### src/rtl/multicycle_ctrl.sv
`default_nettype none
// ============================================================================
// Module      : multicycle_ctrl
// Description : Multi-cycle sequencer for an RV32I core. Fetches an
//               instruction over a valid/request handshake into the IR,
//               classifies the opcode and steps it through
//               FETCH/DECODE/EXEC/MEM/WB, producing the immediate-format
//               select, memory requests and register-file/PC strobes.
// Ports       : clk, rst          - core clock, async active-high reset
//               imem_req/valid/rdata - instruction fetch handshake
//               ir                - latched instruction register
//               imm_sel, alu_src_imm - immediate format / ALU operand B mux
//               branch_taken      - ALU compare result, sampled in EXEC
//               dmem_req/we/valid - data memory handshake
//               rf_we, pc_we, pc_sel - writeback strobes and next-PC select
//               illegal, state    - trap flag and debug state
// Revision    : 1.0 - initial release
// ============================================================================
module multicycle_ctrl #(
  parameter int               WIDTH     = 32,
  parameter logic [WIDTH-1:0] NOP_INSTR = 32'h0000_0013
) (
  input  logic             clk,
  input  logic             rst,
  output logic             imem_req,
  input  logic             imem_valid,
  input  logic [WIDTH-1:0] imem_rdata,
  output logic [WIDTH-1:0] ir,
  output logic [2:0]       imm_sel,
  output logic             alu_src_imm,
  input  logic             branch_taken,
  output logic             dmem_req,
  output logic             dmem_we,
  input  logic             dmem_valid,
  output logic             rf_we,
  output logic             pc_we,
  output logic [1:0]       pc_sel,
  output logic             illegal,
  output logic [2:0]       state
);

  typedef enum logic [2:0] {
    S_FETCH  = 3'd0,
    S_DECODE = 3'd1,
    S_EXEC   = 3'd2,
    S_MEM    = 3'd3,
    S_WB     = 3'd4,
    S_TRAP   = 3'd5,
    S_RESET  = 3'd6
  } state_t;

  localparam logic [6:0] c_OP_LUI    = 7'b0110111;
  localparam logic [6:0] c_OP_AUIPC  = 7'b0010111;
  localparam logic [6:0] c_OP_JAL    = 7'b1101111;
  localparam logic [6:0] c_OP_JALR   = 7'b1100111;
  localparam logic [6:0] c_OP_BRANCH = 7'b1100011;
  localparam logic [6:0] c_OP_LOAD   = 7'b0000011;
  localparam logic [6:0] c_OP_STORE  = 7'b0100011;
  localparam logic [6:0] c_OP_OPIMM  = 7'b0010011;
  localparam logic [6:0] c_OP_OP     = 7'b0110011;

  typedef struct packed {
    logic       imem_req;
    logic [2:0] imm_sel;
    logic       alu_src_imm;
    logic       dmem_req;
    logic       dmem_we;
    logic       rf_we;
    logic       pc_we;
    logic [1:0] pc_sel;
    logic       illegal;
  } out_t;

  function automatic logic f_legal(input logic [6:0] op);
    // Every listed opcode ends in 2'b11, so compressed encodings fall out as illegal.
    return op inside {c_OP_LUI, c_OP_AUIPC, c_OP_JAL, c_OP_JALR, c_OP_BRANCH,
                      c_OP_LOAD, c_OP_STORE, c_OP_OPIMM, c_OP_OP};
  endfunction

  function automatic logic [2:0] f_imm_sel(input logic [6:0] op);
    case (op)
      c_OP_LUI, c_OP_AUIPC:              return 3'd3;
      c_OP_JAL:                          return 3'd4;
      c_OP_BRANCH:                       return 3'd2;
      c_OP_STORE:                        return 3'd1;
      c_OP_JALR, c_OP_LOAD, c_OP_OPIMM:  return 3'd0;
      default:                           return 3'd7;
    endcase
  endfunction

  // Moore output decode; evaluated on the next-state values so that the
  // registered outputs line up with the state they describe.
  function automatic out_t f_outs(input state_t st, input logic [6:0] op, input logic tk);
    out_t o;
    o = '0;
    case (st)
      S_FETCH: o.imem_req = 1'b1;
      S_DECODE, S_EXEC, S_MEM, S_WB: begin
        o.imm_sel     = f_imm_sel(op);
        o.alu_src_imm = op inside {c_OP_LUI, c_OP_AUIPC, c_OP_JAL, c_OP_JALR,
                                   c_OP_LOAD, c_OP_STORE, c_OP_OPIMM};
        if (st == S_MEM) begin
          o.dmem_req = 1'b1;
          o.dmem_we  = (op == c_OP_STORE);
        end
        if (st == S_WB) begin
          o.pc_we = 1'b1;
          o.rf_we = !(op == c_OP_BRANCH || op == c_OP_STORE);
          if (op == c_OP_JALR)
            o.pc_sel = 2'd2;
          else if (op == c_OP_JAL || (op == c_OP_BRANCH && tk))
            o.pc_sel = 2'd1;
        end
      end
      S_TRAP:  o.illegal = 1'b1;
      default: o = '0;
    endcase
    return o;
  endfunction

  state_t           r_state;
  logic [WIDTH-1:0] r_ir;
  logic             r_taken;
  out_t             r_out;

  state_t           w_state_nx;
  logic [WIDTH-1:0] w_ir_nx;
  logic             w_taken_nx;
  logic [6:0]       w_op;

  assign w_op = r_ir[6:0];

  always_comb begin
    w_state_nx = r_state;
    w_ir_nx    = r_ir;
    w_taken_nx = r_taken;
    case (r_state)
      S_RESET:  w_state_nx = S_FETCH;
      S_FETCH: begin
        if (imem_valid) begin
          w_ir_nx    = imem_rdata;
          w_state_nx = S_DECODE;
        end
      end
      S_DECODE: w_state_nx = f_legal(w_op) ? S_EXEC : S_TRAP;
      S_EXEC: begin
        w_taken_nx = (w_op == c_OP_BRANCH) && branch_taken;
        w_state_nx = (w_op == c_OP_LOAD || w_op == c_OP_STORE) ? S_MEM : S_WB;
      end
      S_MEM:    if (dmem_valid) w_state_nx = S_WB;
      S_WB:     w_state_nx = S_FETCH;
      S_TRAP:   w_state_nx = S_TRAP;
      default:  w_state_nx = S_RESET;
    endcase
  end

  // Async reset clears the output register too, so requests drop in the
  // same cycle rst rises and any in-flight response is ignored.
  always_ff @(posedge clk or posedge rst) begin
    if (rst) begin
      r_state <= S_RESET;
      r_ir    <= NOP_INSTR;
      r_taken <= 1'b0;
      r_out   <= '0;
    end else begin
      r_state <= w_state_nx;
      r_ir    <= w_ir_nx;
      r_taken <= w_taken_nx;
      r_out   <= f_outs(w_state_nx, w_ir_nx[6:0], w_taken_nx);
    end
  end

  assign state       = r_state;
  assign ir          = r_ir;
  assign imem_req    = r_out.imem_req;
  assign imm_sel     = r_out.imm_sel;
  assign alu_src_imm = r_out.alu_src_imm;
  assign dmem_req    = r_out.dmem_req;
  assign dmem_we     = r_out.dmem_we;
  assign rf_we       = r_out.rf_we;
  assign pc_we       = r_out.pc_we;
  assign pc_sel      = r_out.pc_sel;
  assign illegal     = r_out.illegal;

endmodule
`default_nettype wire

### config.mk
export PLATFORM = sky130hd
export DESIGN_NAME = multicycle_ctrl
export DESIGN_NICKNAME = d
export VERILOG_FILES = /design/src/rtl/multicycle_ctrl.sv
export SDC_FILE = /design/constraint.sdc
export NUM_CORES = 1
export LEC_CHECK = 0
export ABC_AREA = 1
export BUFFER_PORTS_ARGS = -buffer_cell sky130_fd_sc_hd__buf_2
export CORE_UTILIZATION = 35
export DETAILED_ROUTE_END_ITERATION = 8
export PLACE_DENSITY = 0.6
export SETUP_SLACK_MARGIN = 0.1
export SLEW_MARGIN = 0
export SYNTH_ARGS = -nofsm -noshare
export SYNTH_HDL_FRONTEND = slang
export SYNTH_SLANG_ARGS = --single-unit
### constraint.sdc
create_clock -name clk -period 2.1 [get_ports clk]
set_clock_uncertainty 0.1 [all_clocks]
set_input_delay 0.315 -clock clk [delete_from_list [all_inputs] [get_ports clk]]
set_output_delay 0.315 -clock clk [all_outputs]
set_load 0.02 [all_outputs]
======== Word-level counts from Yosys, hierarchy flattened ========
Index checks and enable logic that the tools add are counted.
storage, ports and cells
  word-level logic and storage cells ...... 72
  bits of input ports ..................... 37
  output and inout port bits .............. 47
  flip-flop bits (word level) ............. 48
cells by class
  reduce and logical (&&, ||, !) cells .... 15
  equal/unequal tests ..................... 28
  multiplexer cells ....................... 16
operators with widths
  kind                                                              count
  7-bit == test (second input constant)                             6
  7-bit by 6-bit == test with 1-bit output (second input constant)  5
  7-bit by 5-bit == test with 1-bit output (second input constant)  4
  3-bit one-hot mux with 6 select lines                             1
  3-bit == test (second input constant)                             5
  3-bit one-hot mux with 5 select lines                             1
  7-bit by 2-bit == test with 1-bit output (second input constant)  2
  7-bit two-way mux                                                 2
  3-bit by 2-bit == test with 1-bit output (second input constant)  4
  3-bit two-way mux                                                 4
  10-bit two-way mux                                                1
  9-bit nonzero test                                                1
  7-bit nonzero test                                                1
  3-bit by 1-bit == test with 1-bit output (second input constant)  2
  3-bit logical NOT                                                 2
  1-bit two-way mux                                                 4
  2-bit two-way mux                                                 2
  4-bit two-way mux                                                 1
  2-bit OR reduction                                                2
  4-bit OR reduction                                                1
  1-bit logical OR                                                  3
  3-bit OR reduction                                                1
  1-bit logical AND                                                 2
  2-bit AND reduction                                               1
  1-bit logical NOT                                                 1

======== Logic depth before layout (Yosys ltp) ========
Gate-level depths: netlist of the first run.
  word-level depth ........................ 9
  gate-level depth with buffers ........... 12
  gate-level depth less buffers ........... 12

======== Least setup slack after synthesis of the first run ========
OpenSTA, ideal clock, no wires.
  kind .................................... register to register
  start ................................... register r_ir[1], in the netlist ir[1]
  end ..................................... register r_out, in the netlist imm_sel[1]
  arrival ................................. 1.558 ns
  stages on the path, launching flop included .. 8
  path buffers ............................ 0
  library setup time ...................... 0.134 ns
  required time ........................... 1.866 ns
  slack ................................... 0.308 ns
  clock period less this slack ............ 1.792 ns
  path through ............................ dfstp_2 > nand2_1 > nor3_1 > inv_1 > o21ai_0 > o31ai_1 > nor3_1 > nor2_1
between the ends
  cells in the longest elaborated chain, start to end .. 7
  elaborated cells on any way between the ends .. 33
  classes of those cells .................. eq/ne: 21; mux: 7; reduce/logical: 5
ends and longest elaborated chain
  item                                                              RTL line  text
  start, declared                                                   122       logic [WIDTH-1:0] r_ir;
  start signal, assigned                                            167       r_ir <= w_ir_nx;
  7-bit by 6-bit == test with 1-bit output (tied with other cells)  76        return op inside {c_OP_LUI, c_OP_AUIPC, c_OP_JAL, c_OP_JALR, c_OP_BRANCH,
  9-bit nonzero test or 1-bit logical OR (tied branches)            76, 148
  3-bit two-way mux (on tied branches)                              145, 148
  3-bit one-hot mux with 6 select lines                             137       case (r_state)
  3-bit by 2-bit == test with 1-bit output (tied with other cells)  96        case (st)
  4-bit OR reduction                                                n/a
  10-bit two-way mux *                                              96
  end signal, assigned                                              169       r_out <= f_outs(w_state_nx, w_ir_nx[6:0], w_taken_nx);
  end, declared                                                     124       out_t r_out;
Mark *: on every way between the ends. The rest lies on a longest branch, timed or not.
A chain may end at the register's enable or synchronous reset.

======== Final worst setup path of the first run ========
  start ................................... register r_state[2], in the netlist state[2]
  end ..................................... register r_out, in the netlist imm_sel[0]
between the ends
  cells in the longest elaborated chain, start to end .. 6
  elaborated cells on any way between the ends .. 29
  classes of those cells .................. eq/ne: 18; mux: 6; reduce/logical: 5
ends and longest elaborated chain
  item                                                      RTL line  text
  start, declared                                           121       state_t r_state;
  start signal, assigned                                    166       r_state <= w_state_nx;
  3-bit logical NOT *                                       137
  7-bit two-way mux *                                       137
  via w_ir_nx[6]                                            127       logic [WIDTH-1:0] w_ir_nx;
  7-bit == test (tied with other cells)                     81        case (op)
  3-bit OR reduction or 2-bit OR reduction (tied branches)  81
  3-bit one-hot mux with 5 select lines *                   81
  10-bit two-way mux *                                      96
The timed path passes the listed nets; every way through them passes the cells marked *.

==> impl_metrics.py, run 1 <==
metrics = {
    "yosys": {
        "yosysTopAreaCellShare": 0.509,
        "synth_top_family_by_area": "simple AND/OR/NAND/NOR gates",
        "yosys_warnings": 0,
        "synthTopCellsByCount": "nand2_1 (112), dfrtp_1 (43), inv_1 (19), nor2_1 (17), nand3_1 (12)",
        "syn_inst": 255,
        "ys.flop_type": "dfrtp_1",
        "synthAdderAreaFrac": 0,
        "synth_area_mm2": 0.00211,
        "yosys.cell_types.count": 22,
        "synth_top_cell_by_area": "dfrtp_1",
        "yosys.area_share.simple": 0.338,
        "yosysSeqAreaShare": 0.571,
        "muxShareOfSynthArea": 0,
        "synth_nets": 292,
        "yosysMostFrequentCell": "nand2_1",
        "synth_edf_count": 0,
        "synth_compound_gate_area_share": 0.0325,
        "synth.area.top_cells": "dfrtp_1 (51%), nand2_1 (20%), dfstp_2 (6.2%), inv_1 (3.4%), nor2_1 (3.0%)",
        "ys_ff_latch": 48,
        "async_reset_ff_frac": 1.00,
        "synth.avg_cell_area_um2": 8.29,
        "synth_xor_area_frac": 0,
    },
    "timing": {
        "rsz0062_at_grt": "no",
        "fmax_mhz": 528,
        "hold_viol": 23,
        "hold_ws_ps": -12.6,
        "setup_viol": 0,
        "period_needed_ps": 1890,
        "slew_violations": 0,
        "max_slew_margin": 0.591,
        "period_share": 0.902,
        "tightest_slew_ps": 613,
        "tns_ps": 0,
    },
    "critical_path": {
        "critical_path.max_fanout": 10,
        "cp-start-kind": "flip-flop",
        "cp.arrival_ps": 2030,
        "worstPathRequired_ps": 2230,
        "crit_path_end_kind": "flip-flop",
        "reg2reg_from": "state[2]",
        "path_class": "reg2reg",
        "startpoint": "state[2]",
    },
    "pwr": {
        "leakage_nw": 1.61,
        "vdd_drop_max_v": 0.000483,
        "total_power_mw": 4.15,
        "powerDensity_mw_per_mm2": 1490,
    },
    "global_route": {
        "grt_pass1_wl_um": 7880,
        "grt_max_degree": 30,
        "grt_pass1_vias": 1739,
        "grt_use_total": 0.163,
        "gr-total-overflow": 0,
        "antenna_found_initial": 0,
    },
    "final_layout": {
        "design_area_mm2": 0.00278,
        "fillerInstances": 599,
        "diodes": 0,
        "fin_cells": 420,
        "multi_input_comb_area_um2": 815,
        "synthToLayoutAreaGrowth_pct": 31.5,
        "nNetsFinal": 384,
        "seqCellArea_mm2": 0.00121,
        "drive_gt1_frac": 0.368,
    },
    "place": {
        "place.gp.congestion": 0.876,
        "dpl.cell_count": 410,
        "place_area_mm2": 0.00264,
        "port_buffers": 83,
        "dp_hpwl_um": 3700,
    },
    "outcome": {
        "outcome": "finished, violations left",
        "violations": "hold timing",
    },
    "clocking": {
        "clk_path_buf_depth": 2,
        "root_buffer": "clkbuf_8",
        "cts.sinks": 48,
        "path_clk_slew_ps": 90,
        "clock_latency_ps": 290,
        "cts_tree": "yes",
        "cts_hold_buf": 0,
        "h-tree-depth": 2,
        "numCtsBuffers": 5,
    },
    "detailed_routing": {
        "drc": 0,
        "wl_per_cell_um": 11.7,
        "num_vias": 1875,
        "dr.pass1.iters": 4,
        "vias_per_cell": 4.46,
        "first_iter_violations": 74,
        "wirelength_um": 4930,
        "ant_nets": 0,
    },
    "job": {
        "maxCapViolCount": 0,
    },
    "floorplanning": {
        "io_pins": 84,
        "dieWidth_um": 79.7,
        "dieArea_mm2": 0.00636,
        "fp-row-count": 27,
        "coreArea_mm2": 0.00568,
        "die_h_um": 79.7,
        "start_util": 0.373,
    },
    "worst_hold_path": {
        "hp-class": "in2async",
    },
}
-- state kept, by name, summed over array words and instances (netlist names) --
signal	cells
illegal	1
pc_sel	2
imem_req	1
dmem_we	1
imm_sel	3
dmem_req	1
ir	32
alu_src_imm	1
rf_we	1
r_taken	1
pc_we	1
state	3
-- metal layers --
layer | GRT usage | part of all wire
met5 | 0 | 0
met4 | 0.0655 | 0.016
met3 | 0.0354 | 0.050
met2 | 0.270 | 0.47
met1 | 0.207 | 0.46
-- stage by stage --
| stage | utilization | worst slack (ps) | hold WS, ps |
|---|---|---|---|
| 6_report | 0.490 | 207 | -12.6 |
| 5_1_grt | 0.490 | 53.8 | 39.3 |
| 4_1_cts | 0.482 | 166 | 4.68 |
| 3_5_place_dp | 0.465 | 183 | 336 |
| 3_3_place_gp | 0.465 | 205 | 335 |
| 2_1_floorplan | - | 308 | 325 |
-- final timing paths --
path / endpoint / slack (ps) / cells after the start
hold / removal: ir[17] / -10 / 2
setup / recovery: imm_sel[0] / 210 / 11
hold reg to reg: ir[27] / 380 / 2
setup reg to reg: imm_sel[0] / 210 / 11
min in group clk: ir[12] / 100 / 3
max in group asynchronous: ir[25] / 1390 / 3
-- cell type report --
class / count / share of cell area
Inverter: 21 / 0.0283
Sequential cell: 48 / 0.435
Timing Repair Buffer: 92 / 0.178
Tap cell: 72 / 0.0324
Clock buffer: 7 / 0.0310
Clock inverter: 1 / 0.00270
Multi-Input combinational cell: 179 / 0.293
-- cells in the final DEF (no fill, tap or decap), types with 3 or more instances in the layout --
| master | n |
|---|---|
| nand2_1 | 111 |
| buf_2 | 83 |
| nand2_2 | 8 |
| inv_1 | 18 |
| o21ai_0 | 4 |
| a21oi_1 | 5 |
| nor2_4 | 3 |
| dfrtp_1 | 42 |
| nor3_1 | 5 |
| nand3_1 | 11 |
| nor2_1 | 17 |
| clkbuf_8 | 6 |
| dfstp_2 | 5 |
| inv_2 | 3 |
| buf_4 | 8 |
-- report_power, final --
part           switching [mW]  leakage, nW  internal [mW]
registers               0.230        0.599           1.33
logic                    1.36        0.971          0.670
clock network           0.293       0.0445          0.268
-- worst max-delay path: stages, from the launching register on --
cell	delay (ps)
dfstp_2	620
nor2_4	70
buf_4	170
nand3_1	130
nand2_2	100
inv_2	80
nor2_4	50
nand2_1	80
nand2_1	70
nor2_2	150
nand2_1	100
a21oi_1	120
-- timing repair --
item | CTS | global route
buffers inserted | 0 | 2
setup endpoints to repair | 0 | 6
gates resized for setup | 0 | 9
-- cells by family after synthesis --
| logic type | after synthesis |
|---|---|
| flops | 48 |
| compound gates | 13 |
| buf+inv | 28 |
| simple gates | 166 |
(Power assumes the default switching activity.)
==> run 2: changes to the inputs <==
clock period = 1.85 ns   (was 2.1 ns; I/O delays follow)
==> impl_metrics.py, run 2 (synthesis results as in run 1) <==
metrics = {
    "final_layout": {
        "synthToLayoutAreaGrowth_pct": 51.5,
        "diodes": 0,
        "fillerInstances": 533,
        "drive_gt1_frac": 0.517,
        "layout_common_cells": "nand2_1 (95), buf_2 (83), dfrtp_1 (43)",
        "layout_commonest_cell": "nand2_1",
        "largest_reg_flops": 32,
        "nNetsFinal": 409,
    },
    "clocking": {
        "clock_latency_ps": 300,
        "path_clk_slew_ps": 90,
        "root_buffer": "clkbuf_8",
        "clk_path_buf_depth": 2,
        "numCtsBuffers": 5,
        "h-tree-depth": 2,
        "cts.sinks": 48,
        "cts_tree": "yes",
    },
    "detailed_routing": {
        "wirelength_um": 5820,
        "first_iter_violations": 75,
        "ant_nets": 0,
        "num_vias": 2060,
        "dr.pass1.iters": 4,
        "drc": 0,
        "vias_per_cell": 4.63,
        "wl_per_cell_um": 13.1,
    },
    "global_route": {
        "gr-total-overflow": 0,
        "grt_pass1_wl_um": 8450,
        "grt_use_total": 0.173,
        "grt_pass1_vias": 1846,
        "antenna_found_initial": 0,
        "grt_max_degree": 49,
    },
    "critical_path": {
        "reg2reg_from": "state[0]",
        "crit_path_end_kind": "flip-flop",
        "cp-start-kind": "flip-flop",
        "path_class": "reg2reg",
        "worstPathRequired_ps": 1940,
        "cp.arrival_ps": 1900,
        "startpoint": "state[0]",
        "critical_path.max_fanout": 5,
    },
    "outcome": {
        "outcome": "completed",
    },
    "timing": {
        "slew_violations": 0,
        "period_needed_ps": 1810,
        "max_slew_margin": 0.775,
        "setup_viol": 0,
        "rsz0062_at_grt": "yes",
        "fmax_mhz": 554,
        "setup_slack_ps": 44.7,
        "period_share": 0.976,
        "tightest_slew_ps": 335,
        "hold_viol": 0,
    },
    "floorplanning": {
        "dieWidth_um": 79.7,
        "die_h_um": 79.7,
        "coreArea_mm2": 0.00568,
        "fp-row-count": 27,
        "start_util": 0.373,
        "dieArea_mm2": 0.00636,
        "io_pins": 84,
    },
    "place": {
        "dp_hpwl_um": 3590,
        "place.gp.congestion": 0.863,
        "port_buffers": 83,
        "dpl_worst_slack_ps": -117,
    },
    "pwr": {
        "powerDensity_mw_per_mm2": 1750,
        "combPwrFrac": 0.525,
        "vdd_drop_max_v": 0.000834,
        "p_seq_frac": 0.316,
        "pwr-share-clk": 0.160,
        "intPower_mw": 3.12,
        "leakage_nw": 1.78,
        "p_sw_frac": 0.443,
        "total_power_mw": 5.60,
        "p_sw_mw": 2.48,
    },
    "job": {
        "maxCapViolCount": 0,
    },
    "worst_hold_path": {
        "min_from": "imem_rdata[11]",
        "hp-class": "in2reg",
    },
}
==> run 2: final timing paths <==
check | to | slack [ps] | cells after the start
worst max-delay path | imm_sel[1] | 40 | 11
worst min-delay path | ir[11] | 70 | 3
worst max register to register | imm_sel[1] | 40 | 11
worst min register to register | ir[14] | 380 | 2
max in group asynchronous | ir[4] | 920 | 4
min in group asynchronous | ir[20] | 450 | 4
==> run 2: through the flow <==
step | cells | hold WS, ps | utilization | TNS (ps) | area [µm²]
after floorplan | 255 | 287 | - | 0 | 2120
after global placement | 414 | 236 | 0.472 | -541 | 2680
after detailed placement | 414 | 236 | 0.472 | -665 | 2680
after CTS | 433 | 57.1 | 0.525 | 0 | 2980
after global routing | 445 | 59.3 | 0.564 | -84.3 | 3200
final | 445 | 65.8 | 0.564 | 0 | 3200
==> run 2: final cells by class <==
| class | instances | area [µm²] | share of cell area |
|---|---|---|---|
| repair buffers | 116 | 697 | 0.218 |
| flip-flops and latches | 48 | 1210 | 0.377 |
| inverters | 21 | 78.8 | 0.0246 |
| clock buffers | 6 | 72.6 | 0.0227 |
| well taps | 72 | 90.1 | 0.0281 |
| clock inverters | 2 | 60.1 | 0.0188 |
| multi-input cells | 180 | 997 | 0.311 |
==> run 2: power groups by stage <==
stage	Combinational [mW]	Sequential, mW	Clock [mW]
floorplan	1.05	2.27	0
global placement	2.33	1.74	0
detailed placement	2.35	1.75	0
CTS	2.60	1.74	0.916
global route	3.21	1.81	0.953
finish	2.94	1.77	0.893
==> run 2: repair_timing <==
action,CTS,global route
hold buffers,1,0
endpoints found under the setup margin,10,14
hold endpoints to repair,43,0
pin swaps,19,25
buffers inserted,8,11
resized for setup,22,44
gates cloned,2,1
==> run 2: routing by layer <==
| metal | GRT usage | share of wire | vias to the layer above |
|---|---|---|---|
| met5 | 0 | 0 | - |
| met4 | 0.0545 | 0.017 | 0 |
| met1 | 0.224 | 0.44 | 939 |
| met3 | 0.0366 | 0.068 | 11 |
| met2 | 0.287 | 0.47 | 83 |
| li1 | - | - | 1027 |
==> run 2: critical path, cell delays in order (launching register included) <==
cell	delay, ps
dfrtp_1	420
nor2_4	200
buf_6	160
nand3b_1	100
nand2_2	120
nand2_2	70
nor2_4	160
nand2_2	80
nand2_2	90
nor2_4	40
a21oi_2	100
nor2_1	50
